[config.mk]
export PLATFORM = sky130hd
export DESIGN_NAME = id_ex_pipe
export DESIGN_NICKNAME = d
export VERILOG_FILES = /design/src/rtl/id_ex_pipe.sv
export SDC_FILE = /design/constraint.sdc
export NUM_CORES = 1
export LEC_CHECK = 0
export BUFFER_PORTS_ARGS = -buffer_cell sky130_fd_sc_hd__buf_4
export CORE_MARGIN = 10
export CORE_UTILIZATION = 49
export DETAILED_ROUTE_END_ITERATION = 12
export PLACE_DENSITY = 0.79
export SLEW_MARGIN = 25
export SYNTH_ARGS = -nofsm -noshare
export SYNTH_HDL_FRONTEND = slang
export SYNTH_SLANG_ARGS = --single-unit
[constraint.sdc]
create_clock -name clk -period 1.95 [get_ports clk]
set_clock_uncertainty 0.2 [all_clocks]
set_input_delay 0.2925 -clock clk [delete_from_list [all_inputs] [get_ports clk]]
set_output_delay 0.2925 -clock clk [all_outputs]
set_load 0.1 [all_outputs]
[src/rtl/id_ex_pipe.sv]
// ID->EX pipeline register with valid/ready on both sides.
// Two-entry skid buffer keeps id_ready a flop; flush squashes all entries.
module id_ex_pipe #(
  parameter int DATA_W   = 32,
  parameter int REGA_W   = 5,
  parameter int ALUOP_W  = 8,
  parameter int ALUSEL_W = 3
) (
  input  logic                clk,
  input  logic                rst,
  input  logic                flush,
  input  logic                id_valid,
  output logic                id_ready,
  input  logic [ALUSEL_W-1:0] id_alusel,
  input  logic [ALUOP_W-1:0]  id_aluop,
  input  logic [DATA_W-1:0]   id_reg1,
  input  logic [DATA_W-1:0]   id_reg2,
  input  logic [REGA_W-1:0]   id_wd,
  input  logic                id_wreg,
  output logic                ex_valid,
  input  logic                ex_ready,
  output logic [ALUSEL_W-1:0] ex_alusel,
  output logic [ALUOP_W-1:0]  ex_aluop,
  output logic [DATA_W-1:0]   ex_reg1,
  output logic [DATA_W-1:0]   ex_reg2,
  output logic [REGA_W-1:0]   ex_wd,
  output logic                ex_wreg
);

  localparam int PW = ALUSEL_W + ALUOP_W + 2 * DATA_W + REGA_W + 1;

  typedef enum logic [1:0] {
    S_EMPTY = 2'd0,
    S_FULL  = 2'd1,
    S_SKID  = 2'd2
  } state_t;

  state_t        state_q;
  state_t        state_nxt;
  logic          id_ready_q;
  logic [PW-1:0] main_q;
  logic [PW-1:0] skid_q;
  logic [PW-1:0] id_pl;
  logic [PW-1:0] ex_pl;
  logic          accept;
  logic          emit;
  logic          main_ld;
  logic          main_from_skid;
  logic          skid_ld;

  assign id_pl  = {id_alusel, id_aluop, id_reg1, id_reg2, id_wd, id_wreg};
  assign accept = id_valid & id_ready_q;
  assign emit   = ex_valid & ex_ready;

  always_comb begin
    state_nxt      = state_q;
    main_ld        = 1'b0;
    main_from_skid = 1'b0;
    skid_ld        = 1'b0;
    if (flush) begin
      state_nxt = S_EMPTY;
    end else begin
      unique case (state_q)
        S_EMPTY: begin
          if (accept) begin
            state_nxt = S_FULL;
            main_ld   = 1'b1;
          end
        end
        S_FULL: begin
          if (accept && emit) begin
            main_ld = 1'b1;
          end else if (accept) begin
            state_nxt = S_SKID;
            skid_ld   = 1'b1;
          end else if (emit) begin
            state_nxt = S_EMPTY;
          end
        end
        S_SKID: begin
          if (emit) begin
            state_nxt      = S_FULL;
            main_ld        = 1'b1;
            main_from_skid = 1'b1;
          end
        end
        default: state_nxt = S_EMPTY;
      endcase
    end
  end

  always_ff @(posedge clk or negedge rst) begin
    if (!rst) begin
      state_q    <= S_EMPTY;
      id_ready_q <= 1'b1;
      main_q     <= '0;
      skid_q     <= '0;
    end else begin
      state_q    <= state_nxt;
      id_ready_q <= (state_nxt != S_SKID);
      if (main_ld)
        main_q <= main_from_skid ? skid_q : id_pl;
      if (skid_ld)
        skid_q <= id_pl;
    end
  end

  // An empty stage presents a bubble instead of stale MAIN contents.
  assign ex_valid = (state_q != S_EMPTY);
  assign id_ready = id_ready_q;
  assign ex_pl    = ex_valid ? main_q : '0;

  assign {ex_alusel, ex_aluop, ex_reg1, ex_reg2, ex_wd, ex_wreg} = ex_pl;

endmodule

==> summary.md, run 1 <==
| Metric | Value |
|---|---|
| Worst r2r src | `id_ready` |
| Clock sink total | `roughly 170` |
| RSZ-0062 raised after global routing | `yes` |
| Initial core utilization | `between 50% and 60%` |
| P&R area growth vs syn | `80.0%` |
| Util after Layout | `90.3%` |
| Port Buf Inserts | `about 170` |
| Routability cong. | `~0.75` |
| Worst-path clk slew | `about 0.06 ns` |
| Dpl hpwl | `12000 um` |
| Drt pass-1 iters | `5` |
| Crit Path Max Fanout | `7` |
| Grt total ovfl | `0` |
| Crit path cell chain | `nand3b_1 > buf_4 > o31ai_4 > buf_6 > buf_6 > buf_12 > nor2_2 > a31oi_1` |
| Tightest Pin Transition | `0.401 ns` |
| Final hold violations | `0` |
| Final period utilization | `117%` |
| Routed WL per cell | `27.1 um` |
| Worst hold path class | `in2reg` |
| N_diodes | `0` |
| Row count | `44` |
| Peak supply drop | `0.000707 V` |
| R2R Path End | `main_q[0]` |
| Most frequent cells in the layout | `nand2_1, dfrtp_1, buf_4` |
| Syn nets | `804` |
| Failing checks | `setup timing` |
| Final ANT Viol Nets | `0` |
| # IOs | `~170` |
| Endpoints failing setup | `245` |
| DRT iter0 DRCs | `670` |
| Initial antenna violation count | `0` |
| R2R setup slack | `-0.33 ns` |
| DP Cell Count | `1043` |
| Drt drc | `0` |
| Fill cells | `499` |
| Synthesized instance count | `718` |
| R2R depth | `8` |
| Worst path arrival time | `2.40 ns` |
| Req. time, crit path | `just over 2 ns` |
| Synth cell types | `20` |
| Die area | `around 20000 um2` |
| Most repeated library cell on the critical path | `buf_6` |
| Mean post-synth cell area | `10.2 um2` |
| Vias/cell | `6.03` |
| Launch point of the worst hold path | `id_valid` |
| Leak Pwr | `between 5 and 6 nW` |
| Hold Path Stages | `5` |
| Slack of the critical path | `-0.334 ns` |
| Worst-Skew Late Latency | `0.43 ns` |
| Status | `complete, but fails checks` |
| GRT Util Overall | `around a quarter` |
| #FFs+latches synth | `about 170` |
| Fin. max-slew vios | `0` |
| Inserted Clock Buffers | `17` |
| Layout cells sized above 1 | `52.1%` |
| Ranking of synthesized cells by area | `dfrtp_1, mux2_2, nand2_1` |
| Non-Filler Instances | `1210` |
| Dominant cell type by area after synthesis | `dfrtp_1` |
| Synth Cell Area | `7320 um2` |
| Post-synthesis sequential area ratio | `between 50% and 60%` |
| Vias in the first global route | `7400` |
| Hold Path Sink | `state_q[0]` |
| Post-synth top area share | `56.1%` |
| Cell Pwr Density | `1050 nW/um2` |
| Global-route wire length before repair | `41700 um` |
| Final wirelength | `approximately 33000 um` |
| Slew margin rel. | `around 73%` |
| Fin crit period | `2.28 ns` |
| Chip height | `approximately 140 um` |
| Slowest library cell on the worst path | `dfstp_4` |
| Largest stage delay, worst path | `0.62 ns` |
| CTS tree | `done` |
| Largest net degree at the start of global routing | `between 80 and 90` |
| Crit path launch type | `flip-flop` |
| CP Capture Type | `flip-flop` |
| Crit path kind | `reg2reg` |
| # nets final | `1100` |
| Fmax | `438 MHz` |
| Die X | `142 um` |
| Root Buffer | `clkbuf_16` |
| Deepest clock path buffer count | `2` |
| Number of max-cap violations | `0` |
| Via count | `7297` |
| Core area | `14600 um2` |
| YS warnings | `0` |
| H-tree depth | `4` |
-- repair_timing --
| action | in CTS | in global routing |
|---|---|---|
| endpoints found under the setup margin | 177 | 246 |
| gates resized for setup | 300 | 158 |
| hold buffers | 83 | 0 |
| hold endpoints to repair | 324 | 0 |
| buffers inserted | 17 | 9 |
| gates cloned | 16 | 21 |
| pin swaps | 5 | 22 |
-- metal layers --
| layer | share of wire [%] | global-route usage (%) | wire, um | vias up |
|---|---|---|---|---|
| li1 | - | - | - | 3006 |
| met1 | 35 | 29.2 | 11300 | 3669 |
| met2 | 52 | 47.2 | 17100 | 472 |
| met3 | 7.2 | 5.94 | 2350 | 150 |
| met4 | 5.9 | 11.7 | 1940 | 0 |
| met5 | 0 | 0 | 0 | - |
-- synthesized netlist by cell type --
cell type	number
or2_2	1
buf_2	16
inv_1	2
dfstp_2	1
nand2_1	164
a31oi_1	81
nand4bb_1	1
a21oi_1	1
mux2_2	81
xnor2_1	1
nor2_1	82
clkbuf_1	28
and2b_1	1
nand3b_1	2
o31ai_2	1
buf_4	8
o41a_1	1
and2_1	81
or3b_1	1
dfrtp_1	164
-- final cells by class --
type                            instances  area (um2)  share of cell area [%]
Sequential cell                       165        4130                    31.4
Tap cell                              184         230                    1.75
Clock buffer                           21         470                    3.57
Clock inverter                         10         153                    1.16
Inverter                                2        7.51                  0.0570
Multi-Input combinational cell        501        3860                    29.3
Timing Repair Buffer                  327        4320                    32.8
-- power breakdown --
part	internal, mW	total, mW	switching [mW]
clock network	2.23	3.63	1.40
logic	2.24	5.14	2.89
registers	4.28	5.00	0.718
-- through the flow --
| stage | total power [mW] | instance area [um2] | setup TNS (ns) | setup WS [ns] | hold slack [ns] |
|---|---|---|---|---|---|
| after floorplan | 7.31 | 7470 | -29.41 | -0.203 | -0.203 |
| after global placement | 8.10 | 9040 | 0 | 0.00560 | -0.0195 |
| after detailed placement | 8.23 | 9040 | -1.05 | -0.0905 | -0.0174 |
| after CTS | 12.8 | 12200 | -34.20 | -0.252 | 0.0719 |
| after global routing | 14.1 | 13200 | -55.93 | -0.380 | 0.125 |
| final | 13.8 | 13200 | -45.18 | -0.334 | 0.133 |
-- registers in the layout (all words and copies together) (netlist names) --
name	count
id_ready	1
main_q	81
skid_q	81
state_q	2
-- worst max-delay path, delay by kind of cell, from the launching register on --
kind | cells | cell delay, ns
compound gates | 2 | 0.50
buf+inv | 4 | 0.70
flops | 1 | 0.62
simple gates | 2 | 0.15
-- how the worst max path moves through the flow --
stage,startpoint,to,slack [ns],cells after the start
2_1_floorplan,state_q[1],ex_aluop[1],-0.20,4
3_3_place_gp,ex_ready,skid_q[41],0.006,5
3_5_place_dp,id_ready,main_q[7],-0.09,7
4_1_cts,state_q[1],ex_reg1[20],-0.25,4
5_1_grt,id_ready,main_q[0],-0.38,8
6_report,id_ready,main_q[0],-0.33,8
-- logic make-up (layout without fill, tap and decap cells) --
group / Yosys count / count (layout) / synth area share, %
multiplexers: 81 / 81 / 12.5
AND/OR/NAND/NOR: 333 / 335 / 20.2
flip-flops: 165 / 165 / 56.4
XOR/XNOR: 1 / 1 / 0.120
AO/OA/AOI/OAI: 84 / 84 / 7.32
buffers and inverters: 54 / 360 / 3.45
Power figures use the tool's default switching activity.
==> run 2, diff against run 1 <==
Settings changed: REMOVE_ABC_BUFFERS from default to 1.
==> run 2 against run 1 <==
Effect of this change: the run still ends with setup timing left; maximum frequency rose by 3.6%; total power fell by 10%; non-clock buffer count fell by 15; setup slack improved by 0.079 ns; global-route usage fell by 5.8 points; routed wire length fell by 24%; worst hold slack got worse by 0.045 ns; clock power fell by 7.4%; critical path type is now reg2out; largest cell class is now sequential cells.
==> summary.md, run 2 (same netlist as run 1, synthesis figures left out) <==
| Metric | Value |
|---|---|
| Status | `complete, but fails checks` |
| Failing checks | `setup timing` |
| Port Buf Inserts | `168 (unchanged)` |
| Final wirelength | `24700 um (-24%)` |
| Chip height | `142 um (unchanged)` |
| Clock power share | `27.2% (+0.8 points)` |
| Peak supply drop | `0.000686 V (-3.0%)` |
| Via count | `6634 (-9.1%)` |
| Tightest Pin Transition | `0.477 ns (+0.0760 ns)` |
| Fmax | `454 MHz (+3.6%)` |
| Worst slack, placed | `-0.00918 ns (+0.0814 ns)` |
| Sequential Power Share | `38.5% (+2.2 points)` |
| Initial core utilization | `50.2% (unchanged)` |
| Sw Share | `34.9% (-1.6 points)` |
| Dpl hpwl | `12100 um (+0.93%)` |
| Leak Pwr | `5.37 nW (-7.2%)` |
| Die X | `142 um (unchanged)` |
| Final ANT Viol Nets | `0 (unchanged)` |
| # nets final | `1083 (-1.5%)` |
| Largest net degree at the start of global routing | `70 (-15%)` |
| Worst Setup SP | `state_q[1]` |
| Core area | `14600 um2 (unchanged)` |
| Worst r2r src | `state_q[1]` |
| Clock sink total | `165 (unchanged)` |
| Req. time, crit path | `1.46 ns (-0.61 ns)` |
| CP Capture Type | `output port` |
| Routed WL per cell | `20.7 um (-24%)` |
| Grt total ovfl | `0 (unchanged)` |
| Worst hold path class | `in2reg` |
| Global-route wire length before repair | `33500 um (-20%)` |
| Vias in the first global route | `6468 (-13%)` |
| Row count | `44 (unchanged)` |
| # IOs | `169 (unchanged)` |
| Fin. max-slew vios | `0 (unchanged)` |
| Slack of the critical path | `-0.255 ns (+0.0790 ns)` |
| Crit path kind | `reg2out` |
| Fin crit period | `2.20 ns (-0.0790 ns)` |
| Crit Path Max Fanout | `47 (+40)` |
| Crit path launch type | `flip-flop` |
| Final period utilization | `113% (-4.1 points)` |
| Worst-path clk slew | `0.06 ns (about the same)` |
| Layout cells sized above 1 | `36.5% (-16 points)` |
| Vias/cell | `5.54 (-8.1%)` |
| CTS tree | `done` |
| Gate power share | `34.3% (-3.0 points)` |
| Inserted Clock Buffers | `17 (unchanged)` |
| Routability cong. | `0.758 (+0.99%)` |
| Drt pass-1 iters | `6 (+1)` |
| NetSw | `4.32 mW (-14%)` |
| Initial antenna violation count | `2 (+2)` |
| Number of max-cap violations | `0 (unchanged)` |
| Cell Pwr Density | `1060 nW/um2 (+1.2%)` |
| Total power | `12.4 mW (-10%)` |
| Root Buffer | `clkbuf_16` |
| Fill cells | `765 (+53%)` |
| Worst path arrival time | `1.71 ns (-0.69 ns)` |
| Int Pwr | `8.07 mW (-7.8%)` |
| Largest registers | `main_q x81, skid_q x81, state_q x2` |
| Worst-Skew Late Latency | `0.42 ns (about the same)` |
| Drt drc | `0 (unchanged)` |
| RSZ-0062 raised after global routing | `yes` |
| Slew margin rel. | `68.2% (-5.1 points)` |
| Launch point of the worst hold path | `ex_ready` |
| Deepest clock path buffer count | `2 (unchanged)` |
| P&R area growth vs syn | `60.1%` |
| Endpoints failing setup | `246 (+0.41%)` |
| DRT iter0 DRCs | `440 (-34%)` |
| Final hold violations | `0 (unchanged)` |
| GRT Util Overall | `20.6% (-5.8 points)` |
| H-tree depth | `4 (unchanged)` |
| Most frequent cells in the layout | `nand2_1, dfrtp_1, buf_4` |
| Die area | `20200 um2 (unchanged)` |
==> run 2: cell count changes in the layout (fill, tap and decap cells not counted), moves of 9 or more <==
cell	previous run	this run
nor2_2	32	0
a31oi_1	57	79
nor2_4	36	1
and2_2	14	0
and2_1	0	56
buf_6	42	62
a31oi_4	21	1
buf_12	78	41
buf_4	91	100
and2_4	67	25
nor2_1	14	81
==> run 2: path summary, 6_finish.rpt <==
| kind | end | slack (ns) | cells after the start |
|---|---|---|---|
| max in group asynchronous | id_ready | 0.73 | 3 |
| worst min-delay path | id_ready | 0.09 | 3 |
| worst min register to register | skid_q[60] | 0.30 | 1 |
| worst max register to register | skid_q[55] | -0.24 | 6 |
| worst max-delay path | ex_aluop[6] | -0.25 | 4 |
| min in group asynchronous | skid_q[46] | 0.18 | 2 |
==> run 2: layout make-up <==
class	instances	area [um2]	area share, %
antenna	3	7.51	0.0641
clock buffer	28	517	4.41
clock inverter	4	72.6	0.619
inverter	2	7.51	0.0641
multi-input combinational	499	3060	26.1
sequential	165	4130	35.2
tap	184	230	1.96
timing repair buffer	312	3700	31.6
==> run 2: per-layer routing <==
layer	share of wire, %	GRT usage (%)	routed length [um]
met1	38	24.9	9290
met2	53	34.5	13000
met3	7.3	5.31	1820
met4	2.6	7.42	646
met5	0	0	0
==> run 2: power by group through the flow <==
stage	combinational [mW]	sequential (mW)	clock (mW)
global route	4.45	4.85	3.53
global placement	3.36	4.71	0
CTS	3.94	4.70	3.37
floorplan	2.61	4.62	0
finish	4.26	4.77	3.36
detailed placement	3.44	4.75	0
==> run 2: stage by stage <==
stage / cells / instance area, um2 / util (%) / hold slack (ns) / setup TNS [ns]
final: 1197 / 11700 / 80.3 / 0.0874 / -40.60
after global routing: 1196 / 11700 / 80.3 / 0.0853 / -53.93
after CTS: 1168 / 11100 / 75.8 / 0.0531 / -29.75
after detailed placement: 1045 / 8980 / 61.6 / 0.0659 / -0.146
after global placement: 1045 / 8980 / 61.6 / 0.0607 / 0
after floorplan: 666 / 7070 / - / -0.203 / -557.13
==> run 2: timing repair <==
item | 4_1_cts | 5_1_grt
pin swaps | 2 | 7
cloned | 4 | 17
hold endpoints to repair | 242 | 0
gates resized for setup | 132 | 56
hold buffers | 83 | 0
setup endpoints to repair | 83 | 246
buffers inserted | 4 | 9
==> run 2: worst max-delay path, stage by stage (launching register included) <==
cell     delay (ns)
dfrtp_1        0.39
or2_4          0.29
buf_12         0.17
and2_1         0.21
buf_6          0.19
==> run 3, diff against run 2 <==
Settings changed: SKIP_CTS_REPAIR_TIMING from default to 1.
Clock period 1.95 ns to 1.8 ns, I/O delays scaled along.
==> run 3 against run 2 <==
Effect of this change: critical path type is now reg2reg; via count grew 3.9%; critical path depth grew 4; combinational power grew 9.6%; the run still ends with setup timing left; clock power grew 19%; largest cell class unchanged; non-clock buffer count grew 18.
==> summary.md, run 3 (same netlist as run 1, synthesis figures left out) <==
| Metric | Value |
|---|---|
| Slew margin rel. | `68.7% (+0.46 points)` |
| Routed wl met2 | `14000 um (+7.7%)` |
| Initial core utilization | `50.2% (unchanged)` |
| Multi-input logic area | `3330 um2 (+9.0%)` |
| Grt total ovfl | `0 (unchanged)` |
| Drt pass-1 iters | `5 (-1)` |
| Routability cong. | `0.756 (-0.28%)` |
| Tightest Pin Transition | `0.470 ns (-0.00695 ns)` |
| Die area | `20200 um2 (unchanged)` |
| Row count | `44 (unchanged)` |
| Largest net degree at the start of global routing | `55 (-21%)` |
| Crit path launch type | `flip-flop` |
| Clock sink total | `165 (unchanged)` |
| Inserted Clock Buffers | `17 (unchanged)` |
| Slack of the critical path | `-0.420 ns (-0.165 ns)` |
| Cell Pwr Density | `1140 nW/um2 (+8.1%)` |
| CTS tree | `done` |
| Req. time, crit path | `1.93 ns (+0.47 ns)` |
| Layout cells sized above 1 | `40.2% (+3.7 points)` |
| Top routing layer used | `met4` |
| Dpl hpwl | `12300 um (+1.8%)` |
| Sequential cell area | `4130 um2 (unchanged)` |
| Drt drc | `0 (unchanged)` |
| DRT iter0 DRCs | `460 (+4.5%)` |
| Fin. max-slew vios | `0 (unchanged)` |
| Deepest clock path buffer count | `2 (unchanged)` |
| Number of max-cap violations | `0 (unchanged)` |
| Via count | `6894 (+3.9%)` |
| Worst hold path class | `in2reg` |
| Most common library cell in the layout ignoring fill and taps | `dfrtp_1` |
| Failing checks | `setup timing` |
| Die X | `142 um (unchanged)` |
| CP Capture Type | `flip-flop` |
| Worst r2r src | `id_ready` |
| Final wirelength | `26900 um (+8.8%)` |
| Final period utilization | `123%` |
| Root Buffer | `clkbuf_16` |
| Total power | `13.9 mW (+12%)` |
| Crit path kind | `reg2reg` |
| Launch point of the worst hold path | `ex_ready` |
| Fin crit period | `~2.2 ns` |
| Fill cells | `726 (-5.1%)` |
| Worst path arrival time | `2.35 ns (+0.64 ns)` |
| Worst-Skew Late Latency | `0.43 ns (about the same)` |
| Core area | `14600 um2 (unchanged)` |
| M1 WL | `10300 um (+11%)` |
| # IOs | `169 (unchanged)` |
| Final ANT Viol Nets | `0 (unchanged)` |
| Worst Setup SP | `id_ready` |
| Most frequent cells in the layout | `dfrtp_1, nand2_1, buf_4` |
| Largest registers | `main_q x81, skid_q x81, state_q x2` |
| Leak Pwr | `5.49 nW (+2.3%)` |
| Endpoints failing setup | `247 (+0.41%)` |
| GRT Util Overall | `17.9% (-2.7 points)` |
| Crit Path Max Fanout | `7 (-85%)` |
| H-tree depth | `4 (unchanged)` |
| P&R area growth vs syn | `66.1%` |
| Global-route wire length before repair | `29100 um (-13%)` |
| Hold WS | `0.0220 ns (-0.0655 ns)` |
| Final hold violations | `0 (unchanged)` |
| Met3 routed WL | `1900 um (+4.6%)` |
| Worst-path clk slew | `0.07 ns (about the same)` |
| Vias in the first global route | `5732 (-11%)` |
| Chip height | `142 um (unchanged)` |
| Fmax | `450 MHz` |
| Routed WL per cell | `22.2 um (+7.2%)` |
| Status | `complete, but fails checks` |
| Vias/cell | `5.67 (+2.4%)` |
| Port Buf Inserts | `168 (unchanged)` |
| Peak supply drop | `0.000753 V (+9.8%)` |
| Initial antenna violation count | `1 (-1)` |
| RSZ-0062 raised after global routing | `yes` |
| R2R setup slack | `-0.42 ns (-0.18 ns)` |
| # nets final | `1102 (+1.8%)` |
[run 3: changes by cell type in the layout (fill, tap and decap cells not counted), sizes merged]
cell | previous run | this run
buf | 214 | 228
bufbuf | 1 | 0
bufinv | 2 | 5
clkbuf | 42 | 37
clkinv | 1 | 5
clkinvlp | 1 | 4
diode | 3 | 2
or3b | 1 | 2
[run 3: metrics by stage]
stage               area, um2  utilization (%)  worst slack, ns  std cells  setup TNS, ns
floorplan                7070                -            -5.00        666        -592.06
global placement         9010             61.8          -0.0731       1049          -4.68
detailed placement       9010             61.8           -0.112       1049          -7.27
CTS                      9650             66.1           -0.492       1081         -47.38
global route            12200             83.3           -0.501       1214         -83.56
finish                  12200             83.3           -0.420       1215         -69.61
[run 3: metal layers]
layer | track usage [%] | vias to the layer above
met3 | 5.77 | 69
met2 | 28.9 | 330
met4 | 5.70 | 0
li1 | - | 3000
met1 | 22.2 | 3495
met5 | 0 | -
[run 3: worst max-delay path, stage by stage, from the launching register on]
cell,delay (ns)
dfstp_2,0.54
nand3b_1,0.15
buf_6,0.17
o31ai_4,0.27
buf_6,0.21
buf_12,0.15
clkbuf_16,0.17
nor2_2,0.05
a31oi_1,0.20
[run 3: worst paths after layout]
check / to / cells after the start
max: main_q[67] / 8
min: id_ready / 3
max reg2reg: main_q[67] / 8
min reg2reg: skid_q[60] / 1
max in group asynchronous: id_ready / 3
min in group asynchronous: skid_q[32] / 2
[run 3: report_power, final]
group	internal [mW]	total, mW	switching, mW
logic	1.85	4.67	2.82
clock network	2.45	4.00	1.55
registers	4.64	5.22	0.581
[run 3: final cells by class]
| type | count | area share (%) |
|---|---|---|
| clock buffers | 18 | 3.53 |
| repair buffers | 330 | 31.4 |
| flip-flops and latches | 165 | 34.0 |
| multi-input cells | 500 | 27.4 |
| diodes | 2 | 0.0412 |
| clock inverters | 14 | 1.72 |
| inverters | 2 | 0.0617 |
| well taps | 184 | 1.89 |
